$ cat src/rtl/muldiv_ctrl_pkg.sv
// Shared opcode encoding and helpers for the EX-stage multiply/divide sequencer.
package muldiv_ctrl_pkg;

  typedef enum logic [1:0] {
    MD_MULT  = 2'b00,
    MD_MULTU = 2'b01,
    MD_DIV   = 2'b10,
    MD_DIVU  = 2'b11
  } md_op_e;

  // LO value written for a divide by zero (quotient saturates to all ones).
  localparam logic [31:0] DIV0_LO = 32'hFFFF_FFFF;

  function automatic logic is_div(input md_op_e op);
    return (op == MD_DIV) || (op == MD_DIVU);
  endfunction

  function automatic logic is_signed_op(input md_op_e op);
    return (op == MD_MULT) || (op == MD_DIV);
  endfunction

endpackage

$ cat src/rtl/muldiv_ctrl.sv
// Sequencer for the EX-stage multiply and divide units: latches one
// mult/multu/div/divu, drives mul/div, stalls EX while busy and issues a
// single HI/LO write when the result is ready.
module muldiv_ctrl
  import muldiv_ctrl_pkg::*;
#(
  parameter int unsigned MUL_LAT = 1
) (
  input  logic        clk,
  input  logic        rst,
  input  logic        op_valid,
  input  logic [1:0]  op_code,
  input  logic [31:0] op_a,
  input  logic [31:0] op_b,
  input  logic        ex_hold,
  input  logic        flush,
  output logic        mul_signed,
  output logic [31:0] mul_ina,
  output logic [31:0] mul_inb,
  input  logic [63:0] mul_result,
  output logic        div_start,
  output logic        div_signed,
  output logic        div_annul,
  output logic [31:0] div_opdata1,
  output logic [31:0] div_opdata2,
  input  logic        div_ready,
  input  logic [63:0] div_result,
  output logic        stallreq,
  output logic        hilo_we,
  output logic [31:0] hi_wdata,
  output logic [31:0] lo_wdata
);

  localparam int unsigned CW = $clog2(MUL_LAT + 1);

  typedef enum logic [1:0] {
    S_IDLE,
    S_MUL_WAIT,
    S_DIV_RUN,
    S_DONE
  } state_e;

  state_e        state_q, state_d;
  logic [31:0]   a_q, a_d;
  logic [31:0]   b_q, b_d;
  logic [31:0]   hi_q, hi_d;
  logic [31:0]   lo_q, lo_d;
  logic          signed_q, signed_d;
  logic [CW-1:0] cnt_q, cnt_d;
  md_op_e        op;

  assign op = md_op_e'(op_code);

  // State, operand, result and latency-counter registers.
  always_ff @(posedge clk) begin
    if (rst) begin
      state_q  <= S_IDLE;
      a_q      <= '0;
      b_q      <= '0;
      hi_q     <= '0;
      lo_q     <= '0;
      signed_q <= 1'b0;
      cnt_q    <= '0;
    end else begin
      state_q  <= state_d;
      a_q      <= a_d;
      b_q      <= b_d;
      hi_q     <= hi_d;
      lo_q     <= lo_d;
      signed_q <= signed_d;
      cnt_q    <= cnt_d;
    end
  end

  // Next-state logic and unit/pipeline control outputs.
  always_comb begin
    state_d     = state_q;
    a_d         = a_q;
    b_d         = b_q;
    hi_d        = hi_q;
    lo_d        = lo_q;
    signed_d    = signed_q;
    cnt_d       = cnt_q;
    mul_signed  = 1'b0;
    mul_ina     = '0;
    mul_inb     = '0;
    div_start   = 1'b0;
    div_signed  = 1'b0;
    div_annul   = 1'b0;
    div_opdata1 = '0;
    div_opdata2 = '0;
    stallreq    = 1'b0;
    hilo_we     = 1'b0;
    hi_wdata    = '0;
    lo_wdata    = '0;

    unique case (state_q)
      S_IDLE: begin
        if (op_valid) begin
          stallreq = 1'b1;
          a_d      = op_a;
          b_d      = op_b;
          signed_d = is_signed_op(op);
          if (!is_div(op)) begin
            cnt_d   = CW'(MUL_LAT);
            state_d = S_MUL_WAIT;
          end else if (op_b != '0) begin
            state_d = S_DIV_RUN;
          end else begin
            hi_d    = op_a;
            lo_d    = DIV0_LO;
            state_d = S_DONE;
          end
        end
      end
      S_MUL_WAIT: begin
        stallreq   = 1'b1;
        mul_signed = signed_q;
        mul_ina    = a_q;
        mul_inb    = b_q;
        if (cnt_q == '0) begin
          {hi_d, lo_d} = mul_result;
          state_d      = S_DONE;
        end else begin
          cnt_d = cnt_q - CW'(1);
        end
      end
      S_DIV_RUN: begin
        stallreq    = 1'b1;
        div_signed  = signed_q;
        div_opdata1 = a_q;
        div_opdata2 = b_q;
        div_start   = !div_ready;
        div_annul   = flush;
        if (div_ready) begin
          {hi_d, lo_d} = div_result;
          state_d      = S_DONE;
        end
      end
      S_DONE: begin
        hi_wdata = hi_q;
        lo_wdata = lo_q;
        if (!ex_hold) begin
          hilo_we = !flush;
          state_d = S_IDLE;
        end
      end
      default: state_d = S_IDLE;
    endcase

    // Flush wins over any completion in the same cycle, including a pending write.
    if (flush) begin
      state_d = S_IDLE;
      hilo_we = 1'b0;
    end
  end

endmodule
$ cat config.mk
export PLATFORM = sky130hd
export DESIGN_NAME = muldiv_ctrl
export DESIGN_NICKNAME = d
export VERILOG_FILES = /design/src/rtl/muldiv_ctrl_pkg.sv /design/src/rtl/muldiv_ctrl.sv
export SDC_FILE = /design/constraint.sdc
export NUM_CORES = 1
export LEC_CHECK = 0
export BUFFER_PORTS_ARGS = -buffer_cell sky130_fd_sc_hd__buf_2
export CORE_UTILIZATION = 25
export CTS_BUF_LIST = sky130_fd_sc_hd__clkbuf_16
export DETAILED_ROUTE_END_ITERATION = 12
export SETUP_SLACK_MARGIN = 0.02
export SLEW_MARGIN = 20
export SYNTH_ARGS = -nofsm -noshare
export SYNTH_HDL_FRONTEND = slang
export SYNTH_SLANG_ARGS = --single-unit
$ cat constraint.sdc
create_clock -name clk -period 6 [get_ports clk]
set_input_delay 0.6 -clock clk [delete_from_list [all_inputs] [get_ports clk]]
set_output_delay 0.6 -clock clk [all_outputs]
set_load 0.03 [all_outputs]
Yosys cells after proc, flatten, opt, wreduce, memory -nomap -nowiden --
Index checks and enable logic that the tools add are counted.
Cells by class: add/sub/neg operators 1, $mul 0, divide/modulo/power cells 0, $lt $le $gt $ge 0, eq/ne operators 12, shift-type cells 0, muxes and demuxes 38, bitwise gates (word level) 0, reduce and logical (&&, ||, !) cells 15
Operators with widths (count):
- 32-bit 2-to-1 mux | 16
- 32-bit one-hot mux with 3 select lines | 2
- 32-bit nonzero test | 1
- 2-bit inequality test, second input constant | 7
- 1-bit 2-to-1 mux | 12
- 2-bit 2-to-1 mux | 5
- 2-bit == test, second input constant | 4
- 2-bit one-hot mux with 4 select lines | 1
- 6-bit AND reduction | 1
- 2-bit logical NOT | 2
- 1-bit one-hot mux with 2 select lines | 2
- 4-bit AND reduction | 1
- 2-bit OR reduction | 2
- 3-bit AND reduction | 1
- 3-bit nonzero test | 1
- 2-bit by 1-bit == test with 1-bit output, second input constant | 1
- 1-bit logical NOT | 2
- 1-bit logical OR | 2
- 2-bit AND reduction | 1
- 2-bit nonzero test | 1
- 1-bit subtractor, second input constant | 1
Storage, ports and cells: bits in registers 132, latch bits 0, bits in writable memories 0, bits in read-only memories 0, input bits 200, logic and storage cells 73, memories 0

Depth between registers and ports, before layout --
Gate-level depths: netlist of run 1.
depth after elaboration 5, depth in mapped cells 9, gate-level depth less buffers 7

Worst setup path after synthesis of run 1 --
OpenSTA, ideal clock, no wires.
path type register to output, from register state_q[1], to output port mul_ina[21], arrival time 1.899 ns, data required time 5.400 ns, path slack 3.501 ns, cell stages (with the launch flop) 8, path buffers 4, path through dfxtp_1 inv_1 ha_1 clkbuf_1 clkbuf_1 buf_1 clkbuf_1 and2_1
On the way: word-level cells in the longest chain between the ends 2
Ends and longest elaborated chain:
- from (decl) | line muldiv_ctrl.sv:43 | state_e state_q, state_d;
- from (signal assigned) | line muldiv_ctrl.sv:65 | state_q <= state_d;
- 2-bit by 1-bit == test with 1-bit output | line muldiv_ctrl.sv:97 | unique case (state_q)
- 32-bit 2-to-1 mux | line muldiv_ctrl.sv:97
- to (decl) | line muldiv_ctrl.sv:18 | output logic [31:0] mul_ina,
No other way between the ends.

Worst setup path after layout of run 1 --
from register state_q[0], to register hi_q[31]
On the way: word-level cells in the longest chain between the ends 3, elaborated cells on any way between the ends 11
Ends and longest elaborated chain:
- 2-bit by 1-bit == test with 1-bit output, or another cell as far along | line muldiv_ctrl.sv:97
- 2-bit inequality test (no line) / 3-bit nonzero test (equally long branches)
- 6-bit AND reduction (no line)
- to (signal assigned) | line muldiv_ctrl.sv:68 | hi_q <= hi_d;
- to (decl) | line muldiv_ctrl.sv:46 | logic [31:0] hi_q, hi_d;
Several ways; a longest one is shown, not always the timed one. A chain may end at the register's enable or synchronous reset.

==> out/qor.yml, run 1 <==
outcome:
  status: "finished clean"
synth:
  syn-instance-count: 922
  synthTopCellsByArea: "dfxtp_1 36%, and2_1 17%, nand2_1 8.3%"
  synth_compound_area_share_pct: 24.3
  synth_nets: 1127
  syn_area_um2: 7400
  synth_area_per_cell_um2: 8.02
  yosysSeqAreaShare_pct: 35.7
  yosysTopAreaCellShare_pct: 35.7
  yosys.area.top_type: "dfxtp_1"
  yosys-mux-area-fraction_pct: 0.135
  synth_seq_cells: 132
  ys_warn_count: 0
  synth_top_family_by_area: "simple AND/OR/NAND/NOR gates"
  synthSimpleGateAreaFrac_pct: 31.7
  ys_types: 37
  synth_xor_area_share_pct: 0
  synth_fa_ha_area_share_pct: 0.846
grt:
  use_met2_pct: 29.4
  grt_usage_pct: 16.4
  grt_max_degree: 132
  overflow: 0
  grt_pass1_wl_um: 39400
  met3_usage_pct: 3.41
  grt_use_met1_pct: 19.8
  busiest_layer: "met2"
  grt_pass1_vias: 7272
  antenna_found_initial: 1
sta:
  setup_viol: 0
  setup_tns_ns: 0
  clock_skew_ns: 0.0170
  hold_viol: 0
  hold_ws_ns: 0.363
  tightestPinTransition_ns: 0.992
  period_share_pct: 52.6
  slew_headroom_pct: 33.9
  layout_min_cycle_time_ns: 3.16
  rsz0062_at_grt: "false"
  slew_violations: 0
  max_freq_ghz: 0.317
flow_run:
  cap_violations: 0
pwr:
  power.leakage_nw: 4.65
  powerDensity_nw_per_um2: 243
  ir_worst_vdd_uv: 138
floorplanning:
  rows: 62
  start_util_pct: 25.6
  die_x_um: 174
  dieArea_um2: 30300
  die_h_um: 174
  io-pin-count: 398
  coreArea_um2: 28900
cts:
  numCtsBuffers: 17
  cts_root_buf: "clkbuf_16"
  insertion_delay_ns: 0.42
  cts_resized: 0
  clockBufferDepth: 2
  cts_tree: "yes"
  cts_num_sinks: 132
  clk_pin_slew_ns: 0.07
  post-cts-setup-buffers: 0
  postCtsHoldBufs: 0
  cts.htree.levels: 4
min_path:
  hold_path.startpoint: "op_code[0]"
  hold_depth: 2
  min_to: "signed_q$_SDFFE_PP0P_"
  holdCritPathClass: "in2reg"
drt:
  dr.first_iter.drc_count: 330
  via_per_inst: 4.66
  routed_wl_um: 25400
  wl_per_cell_um: 15.4
  first_pass_iters: 4
  vias: 7699
  antenna_left: 0
  post-route-drc-count: 0
place:
  place_congestion: 0.762
  dp_hpwl_um: 17700
  port_buffers: 397
finish:
  syn_to_final_growth_pct: 38.3
  drive_gt1_share_pct: 38.3
  final_util_pct: 35.4
  nets: 1460
  antenna-diode-count: 0
worst_setup_path:
  crit_arrival_ns: 3.42
  startpoint_type: "flip-flop"
  required_ns: 6.26
  end_kind: "flip-flop"
  rrSetupSlack_ns: 2.84
  r2r-start: "state_q[0]$_SDFFE_PP0P_"
  timing.rr.end: "hi_q[31]$_SDFFE_PP0P_"
  crit_fanout: 32
  crit_type: "reg2reg"
  r2r_cells: 7
state kept, by name (all words and copies together) (netlist names):
register / count
state_q: 2
a_q: 32
signed_q: 1
hi_q: 32
b_q: 32
cnt_q: 1
lo_q: 32
how the worst max path moves through the flow:
stage | to | slack (ns) | start | cells past startpoint
2_1_floorplan | mul_ina[21] | 3.50 | state_q[1]$_SDFFE_PP0P_ | 7
3_3_place_gp | hi_q[20]$_SDFFE_PP0P_ | 2.78 | op_b[1] | 6
3_5_place_dp | hi_q[29]$_SDFFE_PP0P_ | 2.77 | op_b[1] | 6
4_1_cts | hi_q[31]$_SDFFE_PP0P_ | 2.83 | state_q[0]$_SDFFE_PP0P_ | 7
5_1_grt | hi_q[31]$_SDFFE_PP0P_ | 2.60 | state_q[0]$_SDFFE_PP0P_ | 7
6_report | hi_q[31]$_SDFFE_PP0P_ | 2.84 | state_q[0]$_SDFFE_PP0P_ | 7
cell families (layout without fill, tap and decap cells):
group / after synthesis / in the layout
AO/OA/AOI/OAI: 234 / 234
adder cells (fa/ha/maj): 5 / 5
buffers and inverters: 128 / 474
flip-flops: 132 / 132
multiplexers: 1 / 1
AND/OR/NAND/NOR: 422 / 422
layer usage:
metal	part of all wire (%)	wire length [um]
met5	0.047	12
met4	1.1	277
met3	5.4	1370
met2	50	12800
met1	43	10900
through the flow:
stage / instances / instance area (um^2) / power [mW] / worst slack (ns)
2_1_floorplan: 922 / 7400 / 1.19 / 3.50
3_3_place_gp: 1620 / 9580 / 1.35 / 2.78
3_5_place_dp: 1620 / 9580 / 1.35 / 2.77
4_1_cts: 1652 / 10200 / 2.53 / 2.83
5_1_grt: 1652 / 10200 / 2.61 / 2.60
6_report: 1652 / 10200 / 2.48 / 2.84
cells in the final DEF (no fill, tap or decap), types with 4 or more instances in the layout:
cell	instances
a221oi_2	28
o21ai_0	34
inv_1	38
buf_4	7
o31ai_2	10
a22oi_1	64
a21oi_1	65
clkbuf_16	17
nor2_1	11
and2_1	195
o31ai_1	22
dfxtp_1	132
nand4b_1	32
nand2_1	163
a221oi_1	4
nor4_1	4
bufinv_16	5
buf_2	396
where the power goes:
part	leakage (nW)	internal, mW	switching (mW)	total, mW
clock	0.307	0.735	0.420	1.15
sequential	1.08	0.919	0.0284	0.948
combinational	3.27	0.138	0.244	0.381
cells in the mapped netlist:
| master | n |
|---|---|
| and2_1 | 196 |
| nand2_1 | 164 |
| dfxtp_1 | 132 |
| clkbuf_1 | 75 |
| a21oi_1 | 65 |
| a22oi_1 | 64 |
| inv_1 | 36 |
| o21ai_0 | 34 |
| nand4b_1 | 32 |
| a221oi_2 | 28 |
| o31ai_1 | 22 |
| nor2_1 | 11 |
| o31ai_2 | 10 |
| buf_1 | 8 |
| buf_6 | 6 |
| ha_1 | 5 |
| a221oi_1 | 4 |
| nor4_1 | 4 |
| buf_4 | 3 |
| nor2b_1 | 3 |
| nor3_1 | 3 |
| nor4b_4 | 2 |
| a2111oi_0 | 1 |
| a211oi_1 | 1 |
| a211oi_4 | 1 |
| a21boi_0 | 1 |
| a31oi_1 | 1 |
| and2b_1 | 1 |
| and3_1 | 1 |
| mux2i_1 | 1 |
| nand4_2 | 1 |
| nand4bb_1 | 1 |
| nor3b_1 | 1 |
| nor4_2 | 1 |
| nor4_4 | 1 |
| o211a_1 | 1 |
| o21ai_4 | 1 |
worst max-delay path, stage by stage, from the launching register on:
cell	delay, ns
dfxtp_1	0.50
inv_1	0.16
ha_2	0.26
nor2b_1	0.17
a2111oi_0	0.50
nand4bb_2	0.86
nand4b_1	0.42
o31ai_2	0.10
area by class of cell:
type | instances | area [um^2]
Clock buffer | 17 | 425
Clock inverter | 15 | 214
Multi-Input combinational cell | 662 | 4270
Inverter | 36 | 135
Timing Repair Buffer | 406 | 2070
Fill cell | 3101 | 18700
Tap cell | 384 | 480
Sequential cell | 132 | 2640
Power figures use the tool's default switching activity.
==> inputs of run 2 (changes only) <==
Clock period 6 ns to 3.14 ns, I/O delays scaled along.
==> out/qor.yml, run 2 (same netlist as run 1, synthesis figures left out) <==
outcome:
  status: "finished clean"
worst_setup_path:
  path_cells: "inv_1 > ha_4 > buf_4 > and2_1 > buf_2"
  crit_path_max_incr_delay_ns: 0.55
  crit_fanout: 61
  required_ns: 2.83
  crit_slowest_cell: "buf_4"
  crit_type: "reg2out"
  startpoint_type: "flip-flop"
  crit_arrival_ns: 2.34
  r2r_cells: 8
  end_kind: "output port"
grt:
  grt_usage_pct: 16.4
  grt_use_met1_pct: 20.4
  overflow: 0
  use_met2_pct: 28.6
  met3_usage_pct: 3.15
  busiest_layer: "met2"
  antenna_found_initial: 1
  grt_pass1_wl_um: 39100
  grt_max_degree: 131
  grt_pass1_vias: 7073
cts:
  cts.htree.levels: 4
  numCtsBuffers: 17
  postCtsHoldBufs: 0
  cts_root_buf: "clkbuf_16"
  cts_tree: "yes"
  post-cts-setup-buffers: 0
  clockBufferDepth: 2
  cts_num_sinks: 132
  insertion_delay_ns: 0.42
  clk_pin_slew_ns: 0.06
  cts_resized: 0
sta:
  layout_min_cycle_time_ns: 2.66
  setup_tns_ns: 0
  clock_skew_ns: 0.00937
  rsz0062_at_grt: "false"
  slew_headroom_pct: 46.4
  tightestPinTransition_ns: 0.805
  slew_violations: 0
  max_freq_ghz: 0.376
  setup_viol: 0
  period_share_pct: 84.6
  hold_ws_ns: 0.0857
  hold_viol: 0
  setup_slack_ns: 0.483
drt:
  dr.first_iter.drc_count: 396
  via_per_inst: 4.63
  antenna_left: 0
  post-route-drc-count: 0
  vias: 7667
  routed_wl_um: 25700
  first_pass_iters: 4
  wl_per_cell_um: 15.5
place:
  dp.cells: 1625
  preCtsSetupSlack_ns: 0.582
  port_buffers: 397
  dp_hpwl_um: 18400
  dpl_cell_area_um2: 9650
  place_congestion: 0.774
floorplanning:
  coreArea_um2: 28900
  dieArea_um2: 30300
  die_h_um: 174
  io-pin-count: 398
  start_util_pct: 25.6
  die_x_um: 174
  rows: 62
finish:
  final_common_cell: "buf_2"
  nets: 1465
  antenna-diode-count: 0
  instances_no_fill: 1657
  drive_gt1_share_pct: 38.7
  n_fill_cell: 3077
  final_util_pct: 35.3
  syn_to_final_growth_pct: 38.0
  final_cell_mix: "396 x buf_2, 195 x and2_1, 163 x nand2_1"
  fin_area_um2: 10200
pwr:
  ir_worst_vdd_uv: 267
  power.leakage_nw: 4.64
  powerDensity_nw_per_um2: 439
  p_total_mw: 4.48
min_path:
  holdCritPathClass: "in2reg"
  hold_depth: 2
flow_run:
  cap_violations: 0
-- run 2: changes by cell type in the layout (fill, tap and decap cells not counted) --
cell,previous run,this run
buf_12,0,3
buf_4,7,11
buf_6,3,1
bufinv_16,5,1
clkinv_1,2,1
clkinv_2,0,1
clkinvlp_4,3,5
ha_2,1,2
ha_4,3,2
inv_1,38,37
inv_6,1,4
-- run 2: worst max-delay path: cells and delay by family (launching register included) --
family        cells  cell delay [ns]
buf+inv           3             0.88
simple gates      1             0.21
flops             1             0.37
fa+ha+maj         1             0.39
-- run 2: report_power, final --
part / switching [mW] / total, mW / internal, mW
registers: 0.0542 / 1.81 / 1.76
logic: 0.465 / 0.738 / 0.273
clock network: 0.838 / 1.93 / 1.09
total: 1.36 / 4.48 / 3.12
-- run 2: cell type report --
type,count,area (um^2),area share (%)
tap,384,480,4.71
multi-input combinational,662,4260,41.7
sequential,132,2640,25.9
timing repair buffer,411,2140,20.9
inverter,36,135,1.32
clock buffer,17,425,4.17
clock inverter,15,133,1.30
-- run 2: layer usage --
| layer | up-vias | part of all wire (%) |
|---|---|---|
| li1 | 3833 | - |
| met1 | 3543 | 44 |
| met2 | 265 | 49 |
| met3 | 24 | 4.9 |
| met4 | 2 | 1.5 |
| met5 | - | 0.051 |
-- run 2: worst paths after layout --
path | start | endpoint | slack, ns
max | state_q[1]$_SDFFE_PP0P_ | mul_ina[28] | 0.48
min | op_code[0] | signed_q$_SDFFE_PP0P_ | 0.09
max reg2reg | state_q[0]$_SDFFE_PP0P_ | lo_q[31]$_SDFFE_PP0P_ | 0.63
min reg2reg | lo_q[8]$_SDFFE_PP0P_ | lo_q[8]$_SDFFE_PP0P_ | 0.46
==> inputs of run 3 (changes only) <==
Settings changed: ABC_AREA from default to 1.
Clock period 3.14 ns to 2.68 ns, I/O delays scaled along.
==> out/qor.yml, run 3 <==
synth:
  yosysSeqAreaShare_pct: 34.4
  ys_warn_count: 0
  synthTopCellsByArea: "dfxtp_1 34%, nand2_1 16%, nor2_1 12%"
  syn-instance-count: 1320
  synth_seq_cells: 132
  yosysTopAreaCellShare_pct: 34.4
  syn_area_um2: 7680
  ys_types: 21
  post-synth-top-count-cell: "nand2_1"
  yosys-top-cells-count: "337 x nand2_1, 253 x nor2_1, 229 x inv_1"
  synth_edf_count: 0
  synth_area_per_cell_um2: 5.82
  yosys.area.top_type: "dfxtp_1"
  synth_nets: 1525
  async_flop_share_pct: 0
  yosys_most_used_dff: "dfxtp_1"
grt:
  overflow: 0
  met3_usage_pct: 3.03
  grt_pass1_vias: 7958
  grt_usage_pct: 18.0
  use_met2_pct: 28.7
  antenna_found_initial: 2
  grt_pass1_wl_um: 43800
  busiest_layer: "met2"
  grt_use_met1_pct: 24.1
  grt_max_degree: 88
sta:
  hold_viol: 0
  setup_viol: 0
  layout_min_cycle_time_ns: 2.32
  max_freq_ghz: 0.432
  clock_skew_ns: 0.0177
  setup_tns_ns: 0
  period_share_pct: 86.5
  slew_violations: 0
  rsz0062_at_grt: "false"
  slew_headroom_pct: 66.2
  tightestPinTransition_ns: 0.507
cts:
  clk_pin_slew_ns: 0.06
  cts_num_sinks: 132
  postCtsHoldBufs: 0
  cts_tree: "yes"
  post-cts-setup-buffers: 0
  numCtsBuffers: 17
  insertion_delay_ns: 0.42
  cts.htree.levels: 4
  cts_root_buf: "clkbuf_16"
  cts_resized: 0
  clockBufferDepth: 2
flow_run:
  cap_violations: 0
finish:
  n_fill_cell: 3319
  nets: 1863
  drive_gt1_share_pct: 27.2
  final_common_cell: "buf_2"
  instances_no_fill: 2063
  fin_area_um2: 10600
  syn_to_final_growth_pct: 37.6
  final_cell_mix: "397 x buf_2, 336 x nand2_1, 253 x nor2_1"
place:
  dp.cells: 2029
  place_congestion: 0.857
  port_buffers: 397
  dpl_cell_area_um2: 10000
  dp_hpwl_um: 21900
floorplanning:
  io-pin-count: 398
  dieArea_um2: 31400
  rows: 63
  die_h_um: 177
  start_util_pct: 25.6
  coreArea_um2: 30000
  die_x_um: 177
drt:
  vias: 9192
  via_per_inst: 4.46
  first_pass_iters: 5
  dr.first_iter.drc_count: 586
  post-route-drc-count: 0
  antenna_left: 0
  routed_wl_um: 29600
  wl_per_cell_um: 14.3
worst_setup_path:
  required_ns: 2.41
  end_kind: "output port"
  crit_arrival_ns: 2.05
  crit_type: "reg2out"
  crit_fanout: 87
  startpoint_type: "flip-flop"
pwr:
  power.leakage_nw: 6.75
  power_frac_seq_pct: 39.5
  switching_share_pct: 31.3
  intPower_mw: 3.80
  power_frac_comb_pct: 19.1
  p_total_mw: 5.54
  ir_worst_vdd_uv: 349
  p_switching_mw: 1.73
  powerDensity_nw_per_um2: 524
  clkPwrFrac_pct: 41.5
outcome:
  status: "finished clean"
min_path:
  holdCritPathClass: "in2reg"
## run 3: cell count changes in the layout (fill, tap and decap cells not counted), sizes merged, moves of 42 or more
| cell | delta |
|---|---|
| nand3 | +55 |
| nor2 | +243 |
| o21ai | +42 |
| a22oi | -64 |
| and2 | -196 |
| nand2 | +174 |
| inv | +193 |
## run 3: critical path, cell delays in order (launching register included)
cell	delay, ns
dfxtp_1	0.37
inv_1	0.14
ha_4	0.33
buf_12	0.32
nand2_1	0.10
inv_1	0.07
buf_2	0.20
## run 3: kinds of logic (layout without fill, tap and decap cells)
logic type / Yosys count / in the layout / share of synthesized area, %
simple gates: 652 / 652 / 33.0
buf+inv: 327 / 678 / 16.7
compound gates: 204 / 204 / 15.0
flops: 132 / 132 / 34.4
fa+ha+maj: 5 / 5 / 0.815
other cells: 0 / 2 / 0
## run 3: path summary, 6_finish.rpt
kind	from	to	slack [ns]	depth (start not counted)
max	state_q[1]$_SDFFE_PP0P_	mul_ina[22]	0.36	6
min	op_code[0]	signed_q$_SDFFE_PP0P_	0.04	2
max reg2reg	state_q[0]$_SDFFE_PP0P_	hi_q[15]$_SDFFE_PP0P_	0.54	10
min reg2reg	cnt_q$_SDFFE_PP0P_	cnt_q$_SDFFE_PP0P_	0.48	2
## run 3: per-layer routing
metal | vias to the layer above | wire (um)
met5 | - | 0
met2 | 311 | 13900
met4 | 0 | 742
li1 | 4672 | -
met1 | 4162 | 13500
met3 | 47 | 1500
## run 3: layout make-up
cell class                      instances  area, um^2  area share [%]
Sequential cell                       132        2640            25.0
Clock buffer                           17         425            4.03
Timing Repair Buffer                  416        2200            20.9
Inverter                              230         866            8.19
Tap cell                              390         488            4.62
Clock inverter                         15         141            1.34
Antenna cell                            2        5.00          0.0474
Multi-Input combinational cell        861        3790            35.9
## run 3: power groups by stage
| stage | registers (mW) | clock network, mW | logic (mW) |
|---|---|---|---|
| 2_1_floorplan | 2.18 | 0 | 0.669 |
| 3_3_place_gp | 2.22 | 0 | 1.05 |
| 3_5_place_dp | 2.23 | 0 | 1.06 |
| 4_1_cts | 2.19 | 2.37 | 1.06 |
| 5_1_grt | 2.20 | 2.45 | 1.18 |
| 6_report | 2.18 | 2.30 | 1.06 |
## run 3: metrics by stage
step	util [%]	hold slack, ns	worst slack (ns)
2_1_floorplan	-	0.347	0.647
3_3_place_gp	33.4	0.458	0.540
3_5_place_dp	33.4	0.464	0.505
4_1_cts	35.3	0.0127	0.310
5_1_grt	35.3	0.0235	0.206
6_report	35.3	0.0409	0.363
